<file path="config.mk">
export PLATFORM = sky130hd
export DESIGN_NAME = pc_sequencer
export DESIGN_NICKNAME = d
export VERILOG_FILES = /design/src/rtl/pc_pkg.sv /design/src/rtl/ras_stack.sv /design/src/rtl/pc_sequencer.sv
export SDC_FILE = /design/constraint.sdc
export NUM_CORES = 1
export LEC_CHECK = 0
export ABC_AREA = 1
export BUFFER_PORTS_ARGS = -buffer_cell sky130_fd_sc_hd__buf_2
export CAP_MARGIN = 20
export CORE_MARGIN = 5
export CORE_UTILIZATION = 38
export DETAILED_ROUTE_END_ITERATION = 6
export GPL_ROUTABILITY_DRIVEN = 0
export HOLD_SLACK_MARGIN = 0.05
export PLACE_DENSITY_LB_ADDON = 0.3
export SLEW_MARGIN = 20
export SYNTH_ARGS = -nofsm -noshare
export SYNTH_HDL_FRONTEND = slang
export SYNTH_SLANG_ARGS = --single-unit
</file>
<file path="constraint.sdc">
create_clock -name clk -period 3.77 [get_ports clk]
set_input_delay 0.377 -clock clk [delete_from_list [all_inputs] [get_ports clk]]
set_output_delay 0.377 -clock clk [all_outputs]
set_load 0.01 [all_outputs]
</file>
<file path="src/rtl/pc_pkg.sv">
// Shared definitions for the fetch-stage program counter: the last_src encoding
// and the default reset and exception vectors.
package pc_pkg;

   typedef enum logic [2:0] {
      SRC_RST = 3'd0,
      SRC_SEQ = 3'd1,
      SRC_BR  = 3'd2,
      SRC_JMP = 3'd3,
      SRC_RET = 3'd4,
      SRC_EXC = 3'd5
   } src_e;

   localparam logic [31:0] RESET_VEC_DEF = 32'h0000_0000;
   localparam logic [31:0] EXC_VEC_DEF   = 32'h0000_0080;

endpackage

</file>
<file path="src/rtl/ras_stack.sv">
// Circular return-address stack. ptr always indexes the current top entry. A push
// into a full stack overwrites the oldest entry and sets the sticky ovf flag.
module ras_stack #(
   parameter int unsigned WIDTH     = 32,
   parameter int unsigned RAS_DEPTH = 4
) (
   input  logic             clk,
   input  logic             rst,
   input  logic             push,
   input  logic             pop,
   input  logic [WIDTH-1:0] push_data,
   output logic [WIDTH-1:0] top,
   output logic             empty,
   output logic             full,
   output logic             ovf
);

   localparam int unsigned PW = (RAS_DEPTH > 1) ? $clog2(RAS_DEPTH) : 1;
   localparam int unsigned CW = $clog2(RAS_DEPTH) + 1;
   localparam logic [CW-1:0] FULL_CNT = CW'(RAS_DEPTH);

   logic [WIDTH-1:0] mem [RAS_DEPTH];
   logic [PW-1:0]    ptr;
   logic [CW-1:0]    count;
   logic             do_pop;

   assign do_pop = pop && (count != '0);
   assign top    = mem[ptr];
   assign empty  = (count == '0);
   assign full   = (count == FULL_CNT);

   always_ff @(posedge clk) begin
      if (rst) begin
         ptr   <= '0;
         count <= '0;
         ovf   <= 1'b0;
      end else if (push && !do_pop) begin
         ptr <= ptr + 1'b1;
         if (count == FULL_CNT) ovf <= 1'b1;
         else count <= count + 1'b1;
      end else if (do_pop && !push) begin
         ptr   <= ptr - 1'b1;
         count <= count - 1'b1;
      end
   end

   // Simultaneous pop and push reuses the popped slot, so pointer and count stay put.
   always_ff @(posedge clk) begin
      if (!rst && push) begin
         if (do_pop) mem[ptr] <= push_data;
         else mem[ptr + 1'b1] <= push_data;
      end
   end

endmodule

</file>
<file path="src/rtl/pc_sequencer.sv">
// Fetch-stage program counter: priority redirect mux (exc > hold > ret > jump >
// branch > sequential) in front of the pc register, with a RAS for returns.
module pc_sequencer
   import pc_pkg::*;
#(
   parameter int unsigned      WIDTH     = 32,
   parameter int unsigned      STEP      = 1,
   parameter logic [WIDTH-1:0] RESET_VEC = WIDTH'(RESET_VEC_DEF),
   parameter logic [WIDTH-1:0] EXC_VEC   = WIDTH'(EXC_VEC_DEF),
   parameter int unsigned      RAS_DEPTH = 4
) (
   input  logic             clk,
   input  logic             rst,
   input  logic             en,
   input  logic             exc,
   input  logic             br_taken,
   input  logic [WIDTH-1:0] br_target,
   input  logic             jump,
   input  logic [WIDTH-1:0] jump_target,
   input  logic             call,
   input  logic             ret,
   input  logic [WIDTH-1:0] ret_fallback,
   output logic [WIDTH-1:0] pc,
   output logic [WIDTH-1:0] pc_seq,
   output logic [2:0]       last_src,
   output logic             ras_empty,
   output logic             ras_full,
   output logic             ras_miss,
   output logic             ras_ovf
);

   src_e             src_q;
   logic [WIDTH-1:0] ras_top;
   logic             ras_push;
   logic             ras_pop;

   assign pc_seq   = pc + WIDTH'(STEP);
   assign last_src = src_q;
   assign ras_push = en && !exc && call;
   assign ras_pop  = en && !exc && ret;

   ras_stack #(
      .WIDTH     (WIDTH),
      .RAS_DEPTH (RAS_DEPTH)
   ) u_ras (
      .clk       (clk),
      .rst       (rst),
      .push      (ras_push),
      .pop       (ras_pop),
      .push_data (pc_seq),
      .top       (ras_top),
      .empty     (ras_empty),
      .full      (ras_full),
      .ovf       (ras_ovf)
   );

   always_ff @(posedge clk) begin
      if (rst) begin
         pc       <= RESET_VEC;
         src_q    <= SRC_RST;
         ras_miss <= 1'b0;
      end else begin
         ras_miss <= 1'b0;
         if (exc) begin
            pc    <= EXC_VEC;
            src_q <= SRC_EXC;
         end else if (en) begin
            if (ret) begin
               pc       <= ras_empty ? ret_fallback : ras_top;
               src_q    <= SRC_RET;
               ras_miss <= ras_empty;
            end else if (jump) begin
               pc    <= jump_target;
               src_q <= SRC_JMP;
            end else if (br_taken) begin
               pc    <= br_target;
               src_q <= SRC_BR;
            end else begin
               pc    <= pc_seq;
               src_q <= SRC_SEQ;
            end
         end
      end
   end

endmodule

</file>
Yosys cells after proc, flatten, opt, wreduce, memory -nomap -nowiden
Memory sizes are Yosys's and may differ from the RTL's. A register that Yosys moved wholly into a read port is not among the register bits.
Cells that the tools add are included.
Operators by class
  add/sub/neg operators: 5
  equality and inequality tests: 2
  mux-type cells: 27
  bitwise operators: 2
  reductions and logical operators: 20
Operator list (number)
  $mux 32: 5
  $add 32x1->32 const B: 1
  $reduce_or 32->1: 1
  $mux 3: 6
  $mux 8: 2
  $mux 2: 7
  $logic_and 1x1->1: 7
  $mux 1: 7
  $logic_not 1->1: 4
  $reduce_and 2->1: 2
  $reduce_bool 2->1: 2
  $reduce_or 4->1: 1
  $add 3x1->3 const B: 1
  $eq 3x3->1 const B: 1
  $logic_not 3->1: 1
  $reduce_bool 3->1: 1
  $sub 3x1->3 const B: 1
  $add 2x1->2 const B: 1
  $ne 2x2->1 const B: 1
  $not 1->1: 2
  $reduce_or 2->1: 1
  $sub 2x1->2 const B: 1
Word-level totals
  bits in registers: 42
  bits in writable memories: 128
  output and inout bits: 71
  word-level logic and storage cells: 65
  memories: 1
Memory list
  u_ras.mem: words 4, bits a word 32, read ports 1, clocked after memory_dff 1, write ports 1, line ras_stack.sv:22  | logic [WIDTH-1:0] mem [RAS_DEPTH];

Logic depth before layout (Yosys ltp)
  word-level depth: 9
  depth in mapped cells: 12

By module
A second synthesis with hierarchy kept.
Second synthesis, totals
  cell total of the unflattened synthesis: 1038
  area total of the unflattened synthesis: 8743.4 um2
Modules (own cells, without submodules)
  ras_stack: times used 1, cells an instance 380, area an instance 5228.8 um2
  pc_sequencer: times used 1, cells an instance 658, area an instance 3514.6 um2

Worst setup path after synthesis
Ideal clock, no wire load.
  path type: reg-to-reg
  from: register u_ras.count[0]
  to: memory u_ras.mem[1][0] (enable)
  setup time: 0.421 ns
  data arrival time: 2.599 ns
  slack: 0.750 ns
  stages on the path, launching flop included: 8
  path buffers: 0
  period minus slack after synthesis: 3.020 ns
  cell sequence: dfxtp_1 > nor3_2 > inv_1 > nand3_1 > nand2_1 > xor2_1 > nand3b_1 > nor2_1
Between the ends
  word-level cells in the longest chain between the ends: 7
RTL lines
  start: declaration: line ras_stack.sv:24  | logic [CW-1:0] count;
  start signal: assignment: line ras_stack.sv:40  | else count <= count + 1'b1;
  start signal: assignment: line ras_stack.sv:43  | count <= count - 1'b1;
  $reduce_bool 3->1 (*): line ras_stack.sv:27  | assign do_pop = pop && (count != '0);
  $logic_and 1x1->1 (*): line ras_stack.sv:27
  $mux 1: line ras_stack.sv:50  | if (do_pop) mem[ptr] <= push_data;
  $mux 1: line ras_stack.sv:49  | if (!rst && push) begin
  $mux 1 (implied by the code): line ras_stack.sv:51  | else mem[ptr + 1'b1] <= push_data;
  $reduce_or 32->1 (no line)
  $mux 2 (no line) / $mux 1 (equally long branches)
  end: declaration: line ras_stack.sv:22
Every way passes the cells marked *; elsewhere a longest branch is shown, timed or not.

Final worst setup path
  from: register pc[0]
  to: output port pc_seq[12]
Between the ends
  word-level cells in the longest chain between the ends: 1
RTL lines
  start: declaration: line pc_sequencer.sv:23  | output logic [WIDTH-1:0] pc,
  start signal: assignment: line pc_sequencer.sv:69  | pc <= ras_empty ? ret_fallback : ras_top;
  start signal: assignment: line pc_sequencer.sv:73  | pc <= jump_target;
  start signal: assignment: line pc_sequencer.sv:76  | pc <= br_target;
  $add 32x1->32: line pc_sequencer.sv:37  | assign pc_seq = pc + WIDTH'(STEP);
  end: declaration: line pc_sequencer.sv:24  | output logic [WIDTH-1:0] pc_seq,
Every way passes these cells.

==> impl_metrics.toml <==
[run_status]
status = "finished, final reports clean"

[synth]
syn_avg_cell_area_um2 = 8.432
synth.cell_area_mm2 = 0.008727
synth_fa_ha_area_share_pct = 0.5161
synth-seq-cells = 172
yosysWarnings = 0
syn_inst = 1035
synthSimpleGateAreaFrac_pct = 26.72
synth_common_cells = "nand2_1 (352), edfxtp_1 (128), a21oi_1 (98)"
synth_compound_area_share_pct = 10.29
synth_top_area_share_pct = 44.04
synth_cell_types = 42
synth_top_cell_by_area = "edfxtp_1"
synth-main-ff-cell = "edfxtp_1"
synth_edf_count = 128
synth_top_family_by_area = "simple AND/OR/NAND/NOR gates"
async_flop_share_pct = 0
yosysSeqAreaShare_pct = 54.14
muxShareOfSynthArea_pct = 0
synthXorXnorAreaFrac_pct = 2.323
ys_top_cells_by_area = "edfxtp_1 (44%), nand2_1 (15%), dfxtp_1 (10%)"
synthMostInstantiatedCell = "nand2_1"
syn_nets = 1142

[global_route]
grt-busiest-layer = "met2"
grt_max_degree = 66
grt_pass1_wl_um = 42040
grtUsageMet2_pct = 33.55
overflow = 0
grt.met1_usage_pct = 28.55
gr-usage-met3_pct = 4.619
grtUsageTotal_pct = 20.93
grt_antenna_before_repair = 0
grt_pass1_vias = 7372

[floorplan]
die_h_um = 161.5
design.die.area_mm2 = 0.02610
core_mm2 = 0.02264
rows = 55
io_pins = 175
die_width_um = 161.5
initial_core_util_pct = 38.55

[timing]
timing.fmax_ghz = 0.3414
setup_viol = 0
maxSlewViolCount = 0
hold_violations = 0
rsz0062_at_grt = "false"
skew_ps = 11.04
holdWs_ps = 219.6
fin_crit_ps = 2929
relSlewSlack_pct = 44.03
tightest_slew_ps = 838.6
period_share_pct = 77.69
tns_ps = 0
setup_ws_ps = 841.0

[routing]
postRouteAntennaNets = 0
avgViaCountPerCell = 5.152
dr_total_vias = 7713
routedWlPerCell_um = 18.45
drtPass1Iterations = 6
drcViolationCount = 0
drtIter0Drc = 609
drt-total-wl_um = 27630

[clocking]
clock-root-buffer = "clkbuf_16"
cts.clk_slew.worst_paths_ps = 60
clock_latency_ps = 430
cts_buffers = 17
htree_num_levels = 4
cts_tree = "built"
cts_buffer_depth = 2
postCtsHoldBufs = 0
cts.sink_count = 172
cts_resized = 0
post-cts-setup-buffer-count = 0

[place]
dp_hpwl_um = 19560
place_worst_setup_slack_ps = 1152
io_buffers = 174
placed_cells = 1465

[worst_hold_path]
whs_endpoint = "u_ras.ovf$_SDFFE_PP0P_"
holdPathStages = 2
worstHoldPathType = "in -> reg"
hold_start = "rst"

[critical_path]
cp.required_ps = 3390
slowest_delay_ps = 500
crit_fanout = 7
r2r-end = "u_ras.mem[1][15]$_DFFE_PP_"
reg2reg_depth = 8
regToRegSetupSlack_ps = 1380
crit_path_frequent_cell = "nand3_1"
worstPathArrival_ps = 2550
end_kind = "primary output"
cp_slowest_cell = "dfxtp_1"
cp-start-kind = "register"
crit_type = "reg -> out"
crit_chain = "ha_1 -> nand3_1 -> nor2_1 -> nand3_1 -> xor2_1 -> buf_2"
reg2reg_from = "u_ras.count[0]$_SDFFE_PP0P_"

[power_and_ir_drop]
max-vdd-ir-drop_uv = 227.0
p_per_area_mw_per_mm2 = 409.7
power.leakage_nw = 4.469

[finish]
syn2layout_area_growth_pct = 19.23
fin_util_pct = 45.96
fin_nets = 1306
n_antenna_cell = 0
fillCellCount = 2246
instances_no_fill = 1497
layout-drive-gt1-share_pct = 22.11

[job]
drv_cap = 0
==> flip-flops by register name (all words and copies together), names as in the netlist, named ones only <==
register	flops
u_ras.mem	128
pc	32
last_src	3
u_ras.count	3
u_ras.ptr	2
ras_miss	1
u_ras.ovf	1
==> routing by layer <==
layer / part of all wire, % / wire, um
met1: 44 / 12280
met2: 47 / 12970
met3: 6.7 / 1858
met4: 1.9 / 522
met5: 0 / 0
==> power by group <==
group	leakage (nW)	internal (W)	total, W	switching [W]
clock network	0.255	0.000896	0.00159	0.000695
registers	1.53	0.00207	0.00211	0.0000451
logic	2.69	0.000189	0.000557	0.000368
total	4.47	0.00315	0.00426	0.00111
==> placed cells by master (no fill, tap or decap), types with 2 or more instances in the layout <==
cell type	n
xor2_1	8
clkinv_2	4
nor2_1	66
a21oi_1	98
inv_1	77
buf_4	18
nand2_1	352
nand3_1	85
o21ai_1	2
nor2_2	12
o22ai_1	3
nor2_8	2
dfxtp_1	43
o221ai_1	4
xnor2_1	4
ha_1	2
clkbuf_16	18
inv_2	4
o21ai_0	39
or2_2	3
a21oi_2	2
nand2_2	12
clkbuf_1	9
nor2_4	7
a31oi_1	6
buf_2	174
xor2_2	6
o211ai_1	6
nor3_2	2
a22oi_1	4
edfxtp_1	128
==> cell type report <==
type	instances	area (um2)	share of cell area [%]
Clock inverter	4	20.02	0.1924
Timing Repair Buffer	192	1006	9.668
Tap cell	285	356.6	3.427
Sequential cell	172	4726	45.42
Clock buffer	28	498.0	4.786
Multi-Input combinational cell	734	3491	33.55
Inverter	82	307.8	2.958
==> worst max-delay path: cells and delay by family, from the launching register on <==
family / cells / cell delay, ps
DFF: 1 / 500
and+or+nand+nor: 3 / 630
xor gates and xnor gates: 1 / 440
buffers and inverters: 1 / 220
adders and majority gates: 1 / 320
==> how the worst max path moves through the flow <==
stage / to / from / depth (start not counted)
finish: pc_seq[12] / pc[0]$_SDFFE_PP0P_ / 6
global route: pc_seq[20] / pc[0]$_SDFFE_PP0P_ / 7
CTS: pc_seq[12] / pc[0]$_SDFFE_PP0P_ / 6
detailed placement: u_ras.mem[1][20]$_DFFE_PP_ / en / 11
global placement: u_ras.mem[1][14]$_DFFE_PP_ / en / 11
floorplan: u_ras.mem[1][0]$_DFFE_PP_ / u_ras.count[0]$_SDFFE_PP0P_ / 7
==> cell families after synthesis <==
group | count (synthesis)
AND/OR/NAND/NOR | 547
flip-flops | 172
AO/OA/AOI/OAI | 166
buffers and inverters | 129
XOR/XNOR | 18
adder cells (fa/ha/maj) | 3
==> per-stage QoR <==
| step | cell area [um2] | power (W) |
|---|---|---|
| after floorplan | 8727 | 0.002480 |
| after global placement | 9887 | 0.002710 |
| after detailed placement | 9887 | 0.002713 |
| after CTS | 10410 | 0.004289 |
| after global routing | 10410 | 0.004440 |
| final | 10410 | 0.004263 |
No activity file was read; power rests on OpenSTA's default activity.
